`src/rtl/keypad_scan_4x4_if.sv`:
```
// keypad_scan_4x4_if
//   Bundles the keypad matrix lines and the debounced key output of the
//   4x4 keypad scanner.
//
//   Signals:
//     row       [3:0]  keypad rows, active-low (driven by the keypad side)
//     col       [3:0]  column drive, active-low, one bit low at a time
//     key_code  [3:0]  hex value of the last accepted key
//     key_valid        one-cycle pulse when key_code is updated
//     key_held         high while the accepted key is still pressed
//
//   Modports:
//     slave   - the scanner (drives col and the key outputs)
//     master  - the keypad / consumer side (drives row)
interface keypad_scan_4x4_if;
    logic [3:0] row;
    logic [3:0] col;
    logic [3:0] key_code;
    logic       key_valid;
    logic       key_held;

    modport master (
        output row,
        input  col,
        input  key_code,
        input  key_valid,
        input  key_held
    );

    modport slave (
        input  row,
        output col,
        output key_code,
        output key_valid,
        output key_held
    );
endinterface

```
`src/rtl/keypad_scan_4x4.sv`:
```
// keypad_scan_4x4
//   Scans a 4x4 hex matrix keypad by driving one column low at a time,
//   samples the synchronised rows at the end of each column slot and
//   classifies every full scan as NONE, a single KEY or MULTI. A four-state
//   debounce FSM turns consecutive identical scan results into a clean key
//   code, a one-cycle key_valid pulse and a key_held level.
//
//   Ports:
//     clk   system clock
//     rst   asynchronous, active-high reset
//     kp    keypad_scan_4x4_if.slave (row in; col, key_code, key_valid,
//           key_held out)
//
//   Parameters:
//     SCAN_DIV        clk cycles each column is driven (>= 4)
//     DEBOUNCE_SCANS  identical full scans needed to accept press/release (>= 1)
//     REPEAT_SCANS    full scans between auto-repeat pulses
//
//   Optional feature macro: KEYPAD_AUTOREPEAT_EN
//     When defined, a held key re-pulses key_valid every REPEAT_SCANS scans.
module keypad_scan_4x4 #(
    parameter int SCAN_DIV       = 50000,
    parameter int DEBOUNCE_SCANS = 4,
    parameter int REPEAT_SCANS   = 200
) (
    input logic              clk,
    input logic              rst,
    keypad_scan_4x4_if.slave kp
);

    typedef enum logic [1:0] {S_IDLE, S_DEB_PRESS, S_PRESSED, S_DEB_REL} state_t;
    typedef enum logic [1:0] {RES_NONE, RES_KEY, RES_MULTI} result_t;

    localparam int DIV_W = $clog2(SCAN_DIV);
    localparam int CNT_W = $clog2(DEBOUNCE_SCANS + 1);
    localparam logic [DIV_W-1:0] DIV_LAST   = DIV_W'(SCAN_DIV - 1);
    localparam logic [CNT_W-1:0] DEB_TARGET = CNT_W'(DEBOUNCE_SCANS);

    // Reject parameter values that would break the settle margin or debounce.
    if (SCAN_DIV < 4 || DEBOUNCE_SCANS < 1 || REPEAT_SCANS < 1) begin : g_badParams
        $error("keypad_scan_4x4: illegal parameter value");
    end

    logic [3:0]       r_sync1, r_sync2;
    logic [DIV_W-1:0] r_div;
    logic [1:0]       r_colIdx;
    logic             r_found, r_multi;
    logic [3:0]       r_accCode;
    state_t           r_state, w_nextState;
    logic [CNT_W-1:0] r_cnt, w_nextCnt, w_cntInc;
    logic [3:0]       r_cand, w_nextCand;
    logic [3:0]       r_keyCode;
    logic             r_keyValid;

    logic       w_slotEnd, w_scanEnd;
    logic [3:0] w_rowLow;
    logic       w_rowMany, w_rowOne;
    logic [1:0] w_rowIdx;
    logic [3:0] w_hitCode;
    logic       w_accFound, w_accMulti;
    logic [3:0] w_accCode;
    result_t    w_result;
    logic       w_accept, w_enterPressed, w_repeatHit;

    function automatic logic [3:0] keyMap(input logic [1:0] r, input logic [1:0] c);
        logic [3:0] code;
        case ({r, c})
            4'h0: code = 4'h1;  4'h1: code = 4'h2;  4'h2: code = 4'h3;  4'h3: code = 4'hA;
            4'h4: code = 4'h4;  4'h5: code = 4'h5;  4'h6: code = 4'h6;  4'h7: code = 4'hB;
            4'h8: code = 4'h7;  4'h9: code = 4'h8;  4'hA: code = 4'h9;  4'hB: code = 4'hC;
            4'hC: code = 4'h0;  4'hD: code = 4'hF;  4'hE: code = 4'hE;  default: code = 4'hD;
        endcase
        return code;
    endfunction

    // Two-flop synchroniser; idle rows read high because of the pull-ups.
    always_ff @(posedge clk or posedge rst) begin
        if (rst) begin
            r_sync1 <= 4'b1111;
            r_sync2 <= 4'b1111;
        end else begin
            r_sync1 <= kp.row;
            r_sync2 <= r_sync1;
        end
    end

    assign w_slotEnd = (r_div == DIV_LAST);
    assign w_scanEnd = w_slotEnd && (r_colIdx == 2'd3);

    // Row classification for the current column: x & (x-1) is nonzero only
    // when two or more rows are low at once.
    always_comb begin
        w_rowLow  = ~r_sync2;
        w_rowMany = (w_rowLow & (w_rowLow - 4'd1)) != 4'd0;
        w_rowOne  = (w_rowLow != 4'd0) && !w_rowMany;
        case (w_rowLow)
            4'b0010: w_rowIdx = 2'd1;
            4'b0100: w_rowIdx = 2'd2;
            4'b1000: w_rowIdx = 2'd3;
            default: w_rowIdx = 2'd0;
        endcase
        w_hitCode = keyMap(w_rowIdx, r_colIdx);

        // A second single hit in another column also makes the scan MULTI.
        w_accFound = r_found | w_rowOne;
        w_accMulti = r_multi | w_rowMany | (w_rowOne & r_found);
        w_accCode  = w_rowOne ? w_hitCode : r_accCode;

        if (w_accMulti)      w_result = RES_MULTI;
        else if (w_accFound) w_result = RES_KEY;
        else                 w_result = RES_NONE;
    end

    // Column slot timer plus the per-scan hit accumulator, which is cleared
    // at the end of column 3 once its result has been consumed.
    always_ff @(posedge clk or posedge rst) begin
        if (rst) begin
            r_div     <= '0;
            r_colIdx  <= 2'd0;
            r_found   <= 1'b0;
            r_multi   <= 1'b0;
            r_accCode <= 4'h0;
        end else if (w_slotEnd) begin
            r_div    <= '0;
            r_colIdx <= r_colIdx + 2'd1;
            if (w_scanEnd) begin
                r_found   <= 1'b0;
                r_multi   <= 1'b0;
                r_accCode <= 4'h0;
            end else begin
                r_found   <= w_accFound;
                r_multi   <= w_accMulti;
                r_accCode <= w_accCode;
            end
        end else begin
            r_div <= r_div + DIV_W'(1);
        end
    end

    // Debounce FSM next-state logic; it only moves on a scan-end cycle.
    always_comb begin
        w_nextState    = r_state;
        w_nextCnt      = r_cnt;
        w_nextCand     = r_cand;
        w_accept       = 1'b0;
        w_enterPressed = 1'b0;
        w_cntInc       = r_cnt + CNT_W'(1);
        if (w_scanEnd) begin
            case (r_state)
                S_IDLE: begin
                    if (w_result == RES_KEY) begin
                        w_nextCand = w_accCode;
                        if (DEBOUNCE_SCANS == 1) begin
                            w_nextState    = S_PRESSED;
                            w_nextCnt      = '0;
                            w_accept       = 1'b1;
                            w_enterPressed = 1'b1;
                        end else begin
                            w_nextState = S_DEB_PRESS;
                            w_nextCnt   = CNT_W'(1);
                        end
                    end
                end
                S_DEB_PRESS: begin
                    if (w_result == RES_KEY && w_accCode == r_cand) begin
                        if (w_cntInc == DEB_TARGET) begin
                            w_nextState    = S_PRESSED;
                            w_nextCnt      = '0;
                            w_accept       = 1'b1;
                            w_enterPressed = 1'b1;
                        end else begin
                            w_nextCnt = w_cntInc;
                        end
                    end else begin
                        w_nextState = S_IDLE;
                        w_nextCnt   = '0;
                    end
                end
                S_PRESSED: begin
                    if (w_result == RES_NONE) begin
                        if (DEBOUNCE_SCANS == 1) begin
                            w_nextState = S_IDLE;
                            w_nextCnt   = '0;
                        end else begin
                            w_nextState = S_DEB_REL;
                            w_nextCnt   = CNT_W'(1);
                        end
                    end
                end
                default: begin
                    if (w_result == RES_NONE) begin
                        if (w_cntInc == DEB_TARGET) begin
                            w_nextState = S_IDLE;
                            w_nextCnt   = '0;
                        end else begin
                            w_nextCnt = w_cntInc;
                        end
                    end else if (w_result == RES_KEY && w_accCode == r_cand) begin
                        w_nextState    = S_PRESSED;
                        w_nextCnt      = '0;
                        w_enterPressed = 1'b1;
                    end else begin
                        w_nextCnt = '0;
                    end
                end
            endcase
        end
    end

`ifdef KEYPAD_AUTOREPEAT_EN
    localparam int REP_W = $clog2(REPEAT_SCANS + 1);
    localparam logic [REP_W-1:0] REP_TARGET = REP_W'(REPEAT_SCANS);
    logic [REP_W-1:0] r_repCnt;
    logic             w_repAdvance;

    assign w_repAdvance = w_scanEnd && (r_state == S_PRESSED) && (w_nextState == S_PRESSED);
    assign w_repeatHit  = w_repAdvance && ((r_repCnt + REP_W'(1)) == REP_TARGET);

    // Repeat counter runs only while steadily PRESSED; it freezes in DEB_REL.
    always_ff @(posedge clk or posedge rst) begin
        if (rst) begin
            r_repCnt <= '0;
        end else if (w_enterPressed || w_repeatHit) begin
            r_repCnt <= '0;
        end else if (w_repAdvance) begin
            r_repCnt <= r_repCnt + REP_W'(1);
        end
    end
`else
    assign w_repeatHit = 1'b0;
`endif

    // State register and registered key outputs.
    always_ff @(posedge clk or posedge rst) begin
        if (rst) begin
            r_state    <= S_IDLE;
            r_cnt      <= '0;
            r_cand     <= 4'h0;
            r_keyCode  <= 4'h0;
            r_keyValid <= 1'b0;
        end else begin
            r_state    <= w_nextState;
            r_cnt      <= w_nextCnt;
            r_cand     <= w_nextCand;
            r_keyValid <= w_accept | w_repeatHit;
            if (w_accept) begin
                r_keyCode <= w_nextCand;
            end
        end
    end

    assign kp.col       = ~(4'b0001 << r_colIdx);
    assign kp.key_code  = r_keyCode;
    assign kp.key_valid = r_keyValid;
    assign kp.key_held  = (r_state == S_PRESSED) || (r_state == S_DEB_REL);

endmodule

```
`src/flat_wrapper.sv`:
```
// flat-port wrapper written by rule: the top's interface ports become plain ports
module keypad_scan_4x4_flat 
#(
    parameter int SCAN_DIV       = 50000,
    parameter int DEBOUNCE_SCANS = 4,
    parameter int REPEAT_SCANS   = 200
)
  (clk, rst, kp_row, kp_col, kp_key_code, kp_key_valid, kp_key_held);
  keypad_scan_4x4_if kp_i ();
  input logic clk;
  input logic rst;
  input wire logic [$bits(kp_i.row)-1:0] kp_row;
  output wire logic [$bits(kp_i.col)-1:0] kp_col;
  output wire logic [$bits(kp_i.key_code)-1:0] kp_key_code;
  output wire logic [$bits(kp_i.key_valid)-1:0] kp_key_valid;
  output wire logic [$bits(kp_i.key_held)-1:0] kp_key_held;
  assign kp_i.row = kp_row;
  assign kp_col = kp_i.col;
  assign kp_key_code = kp_i.key_code;
  assign kp_key_valid = kp_i.key_valid;
  assign kp_key_held = kp_i.key_held;
  keypad_scan_4x4 #(.SCAN_DIV(SCAN_DIV), .DEBOUNCE_SCANS(DEBOUNCE_SCANS), .REPEAT_SCANS(REPEAT_SCANS)) u_core (.clk(clk), .rst(rst), .kp(kp_i));
endmodule
```
`config.mk`:
```
export PLATFORM = sky130hd
export DESIGN_NAME = keypad_scan_4x4_flat
export DESIGN_NICKNAME = d
export VERILOG_FILES = /design/src/rtl/keypad_scan_4x4_if.sv /design/src/rtl/keypad_scan_4x4.sv /design/src/flat_wrapper.sv
export SDC_FILE = /design/constraint.sdc
export NUM_CORES = 1
export LEC_CHECK = 0
export ABC_AREA = 1
export CAP_MARGIN = 10
export CORE_AREA = 2 2 72 74
export CTS_CLUSTER_SIZE = 8
export DETAILED_ROUTE_END_ITERATION = 7
export DIE_AREA = 0 0 74 76
export PLACE_DENSITY_LB_ADDON = 0.15
export SETUP_SLACK_MARGIN = 0.5
export SYNTH_ARGS = -nofsm -noshare
export SYNTH_HDL_FRONTEND = slang
export SYNTH_SLANG_ARGS = --single-unit
```
`constraint.sdc`:
```
create_clock -name clk -period 2.07 [get_ports clk]
set_input_delay 0.414 -clock clk [delete_from_list [all_inputs] [get_ports clk]]
set_output_delay 0.414 -clock clk [all_outputs]
set_load 0.01 [all_outputs]
```
==> flow_summary_export.csv, run 1 <==
group,metric,value,unit
logic_synthesis,synth_common_cells,"81 x nand2_1, 69 x inv_1, 38 x dfrtp_1, 34 x nor2_1, 28 x nand3_1",
timing,worst_slack,-0.132,ns
timing,rsz0062_at_grt,"yes",
die,initial_utilization,52.9,%
cts,cts_buffer_depth,2,
detailed_routing,vias,2575,
cts,hold_buffers,0,
worst_setup_path,critPathLaunchType,"flip-flop",
timing,final-setup-viol-count,8,
timing,skew,0.00953,ns
timing,fin_crit,2.20,ns
die,fp.dieW,74,um
cts,cts.reportedPaths.clkPinSlew,0.08,ns
outcome,status,"finished, violations left",
worst_hold_path,whs_path_depth,0,
finish,nNetsFinal,435,
global_routing,grt_max_degree,23,
logic_synthesis,synth_most_common_cell,"nand2_1",
power_and_ir_drop,ir_worst_vdd,416,uV
cts,htreeDepth,2,
cts,worstSkewPairLatency,0.30,ns
logic_synthesis,syn_area_per_cell,7.51,sq um
logic_synthesis,ys_ff_latch,46,
logic_synthesis,synth_cells,346,
detailed_routing,final_antenna_net_count,0,
die,io_pins,16,
finish,drive_gt1_share,42.4,%
detailed_routing,drc,0,
placement,placed_cell_area,2940,sq um
global_routing,grt_pass1_vias,2380,
placement,place.port_buffers,15,
logic_synthesis,ys_types,28,
worst_setup_path,endpoint_kind,"flip-flop",
finish,syn_to_final_growth,46.3,%
worst_hold_path,hold_start,"u_core.r_sync1[2]",
logic_synthesis,syn_area,2600,sq um
die,die_h,76,um
outcome,violations,"setup timing",
logic_synthesis,yosys.area.top_type,"dfrtp_1",
worst_setup_path,crit_required,2.26,ns
die,core_area,4910,sq um
worst_setup_path,reg2reg_to,"u_core.kp.key_code[0]",
logic_synthesis,synth_top_area_share,36.6,%
logic_synthesis,synth_warnings,0,
cts,clock_sinks,46,
placement,place.gp.congestion,0.955,
timing,fin_crit_sh,106,%
worst_hold_path,hold_end,"u_core.r_sync2[2]",
global_routing,grt_pass1_wl,10.2,mm
power_and_ir_drop,p_leak,1.91,nW
timing,drv_slew,0,
timing,hold_violations,0,
worst_setup_path,cp.arrival,2.39,ns
logic_synthesis,yosys-top-cells-area,"dfrtp_1 37%, nand2_1 12%, inv_1 10%",
cts,cts_root_buf,"clkbuf_8",
power_and_ir_drop,powerDensity,443,nW/um^2
detailed_routing,viasPerCell,5.23,
timing,slew_headroom,70.5,%
timing,max_freq,0.454,GHz
global_routing,overflow,0,
detailed_routing,post_drt_wl_per_cell,14.3,um
run,max_cap_violations,0,
power_and_ir_drop,total_power,1.69,mW
timing,worst_slew_pin_slew,0.441,ns
worst_setup_path,crit_fanout,8,
logic_synthesis,synthArstFlopShare,100,%
die,num_rows,26,
detailed_routing,first_iter_violations,219,
finish,fin_area,3800,sq um
detailed_routing,firstDrtPassIters,4,
detailed_routing,finalWirelength,7.02,mm
finish,antenna_cells,0,
die,die-area,5620,sq um
cts,cts_buffers,5,
worst_setup_path,reg2reg_depth,15,
cts,cts_tree,"done",
worst_setup_path,crit_type,"reg2reg",
logic_synthesis,yosysSeqAreaShare,44.7,%
worst_setup_path,reg2reg_from,"u_core.r_sync2[3]",
logic_synthesis,syn_nets,360,
worst_hold_path,min_path_type,"reg2reg",
global_routing,antenna_found_initial,0,
logic_synthesis,synth_edf_count,0,
logic_synthesis,ys_dominant_reg_cell,"dfrtp_1",
placement,dp_hpwl,3.84,mm
global_routing,grtUsageTotal,22.7,%
worst_setup_path,rrSetupSlack,-0.13,ns
==> report_power, final <==
| group | internal (mW) | switching, mW | leakage, nW | total [mW] |
|---|---|---|---|---|
| logic | 0.0960 | 0.139 | 1.27 | 0.235 |
| registers | 0.912 | 0.00796 | 0.599 | 0.920 |
| clock network | 0.240 | 0.291 | 0.0395 | 0.532 |
| total | 1.25 | 0.438 | 1.91 | 1.69 |
==> kinds of logic (layout without fill, tap and decap cells) <==
| kind of cell | count (synthesis) | in the layout | synth area share (%) |
|---|---|---|---|
| AO/OA/AOI/OAI | 31 | 31 | 6.55 |
| XOR/XNOR | 4 | 4 | 1.35 |
| adder cells (fa/ha/maj) | 8 | 8 | 3.85 |
| buffers and inverters | 73 | 149 | 10.5 |
| flip-flops | 46 | 46 | 44.7 |
| AND/OR/NAND/NOR | 184 | 184 | 33.1 |
==> worst max-delay path, cell delays in order, from the launching register on <==
cell,delay (ns)
dfstp_2,0.59
inv_1,0.09
nand2_2,0.09
nand3_4,0.10
nand2_1,0.12
nand3_2,0.08
nand2_1,0.10
nand2_2,0.08
nand3_1,0.11
nand2_2,0.09
nor2_4,0.13
nand3_4,0.11
nor2_4,0.14
nand2_4,0.09
nor2_1,0.12
nor2_2,0.04
==> area by class of cell <==
type	instances	area [sq um]
flip-flops and latches	46	1160
multi-input cells	227	1540
well taps	70	87.6
clock buffers	8	80.1
repair buffers	70	654
inverters	71	277
fillers	315	1110
==> cells in the final DEF, fill, tap and decap left out, drive strengths merged <==
cell           netlist  layout
buf                  1      59
a21oi               10      10
o21ai               13      13
dfstp                8       8
dlymetal6s2s         0       1
clkbuf               1       8
nor2                43      43
o21bai               1       1
o211ai               1       1
and3                 1       1
nand2               90      90
ha                   8       8
nor3                 7       7
dlygate4sd2          0       5
inv                 71      71
nor4                 2       2
nand3               33      33
dfrtp               38      38
xor2                 3       3
or2                  1       1
clkdlybuf4s50        0       5
o22ai                5       5
nand4                7       7
a22o                 1       1
xnor2                1       1
==> stage by stage <==
stage | utilization, % | setup slack [ns] | instances | setup TNS [ns] | hold slack (ns)
2_1_floorplan | - | 0.214 | 346 | 0 | 0.345
3_3_place_gp | 59.9 | 0.00826 | 441 | 0 | 0.347
3_5_place_dp | 59.9 | -0.0228 | 441 | -0.0860 | 0.347
4_1_cts | 68.1 | -0.0186 | 471 | -0.0507 | 0.359
5_1_grt | 77.5 | -0.231 | 492 | -1.62 | 0.360
6_report | 77.5 | -0.132 | 492 | -0.636 | 0.359
==> worst max path at each step <==
stage / endpoint / depth (start not counted) / startpoint / slack [ns]
after floorplan: u_core.kp.key_code[0] / 13 / u_core.r_sync2[1] / 0.21
after global placement: u_core.r_state[1] / 15 / u_core.r_sync2[3] / 0.008
after detailed placement: u_core.kp.key_code[0] / 15 / u_core.r_sync2[3] / -0.02
after CTS: u_core.kp.key_code[2] / 13 / u_core.r_sync2[1] / -0.02
after global routing: u_core.kp.key_code[0] / 16 / u_core.r_sync2[3] / -0.23
final: u_core.kp.key_code[0] / 15 / u_core.r_sync2[3] / -0.13
==> what timing repair did <==
item                       in CTS  in global routing
gates resized for setup        78                 85
cloned                          1                  0
pin swaps                      20                 53
setup endpoints to repair      35                 38
buffers inserted               21                 21
==> metal layers <==
layer  GRT usage [%]  share of wire [%]  vias to the layer above  wire [um]
li1                -                  -                     1229          -
met1            29.0                 40                     1248       2800
met2            38.8                 54                       78       3780
met3            3.57                4.2                       20        293
met4            6.91                2.0                        0        142
met5               0                  0                        -          0
==> sequential cells by signal (all words and copies together) (netlist names) <==
name	count
u_core.r_colIdx	2
u_core.r_sync2	4
u_core.r_cand	4
u_core.r_found	1
u_core.r_sync1	4
u_core.r_cnt	3
u_core.r_accCode	4
u_core.kp.key_code	4
u_core.kp.key_valid	1
u_core.r_multi	1
u_core.r_div	16
u_core.r_state	2
Power figures use the tool's default switching activity.
==> run 2, diff against run 1 <==
- CAP_MARGIN: 10 -> 20
==> results of run 2 <==
Same layout as run 1: the final DEF is identical, and so are final timing and power.
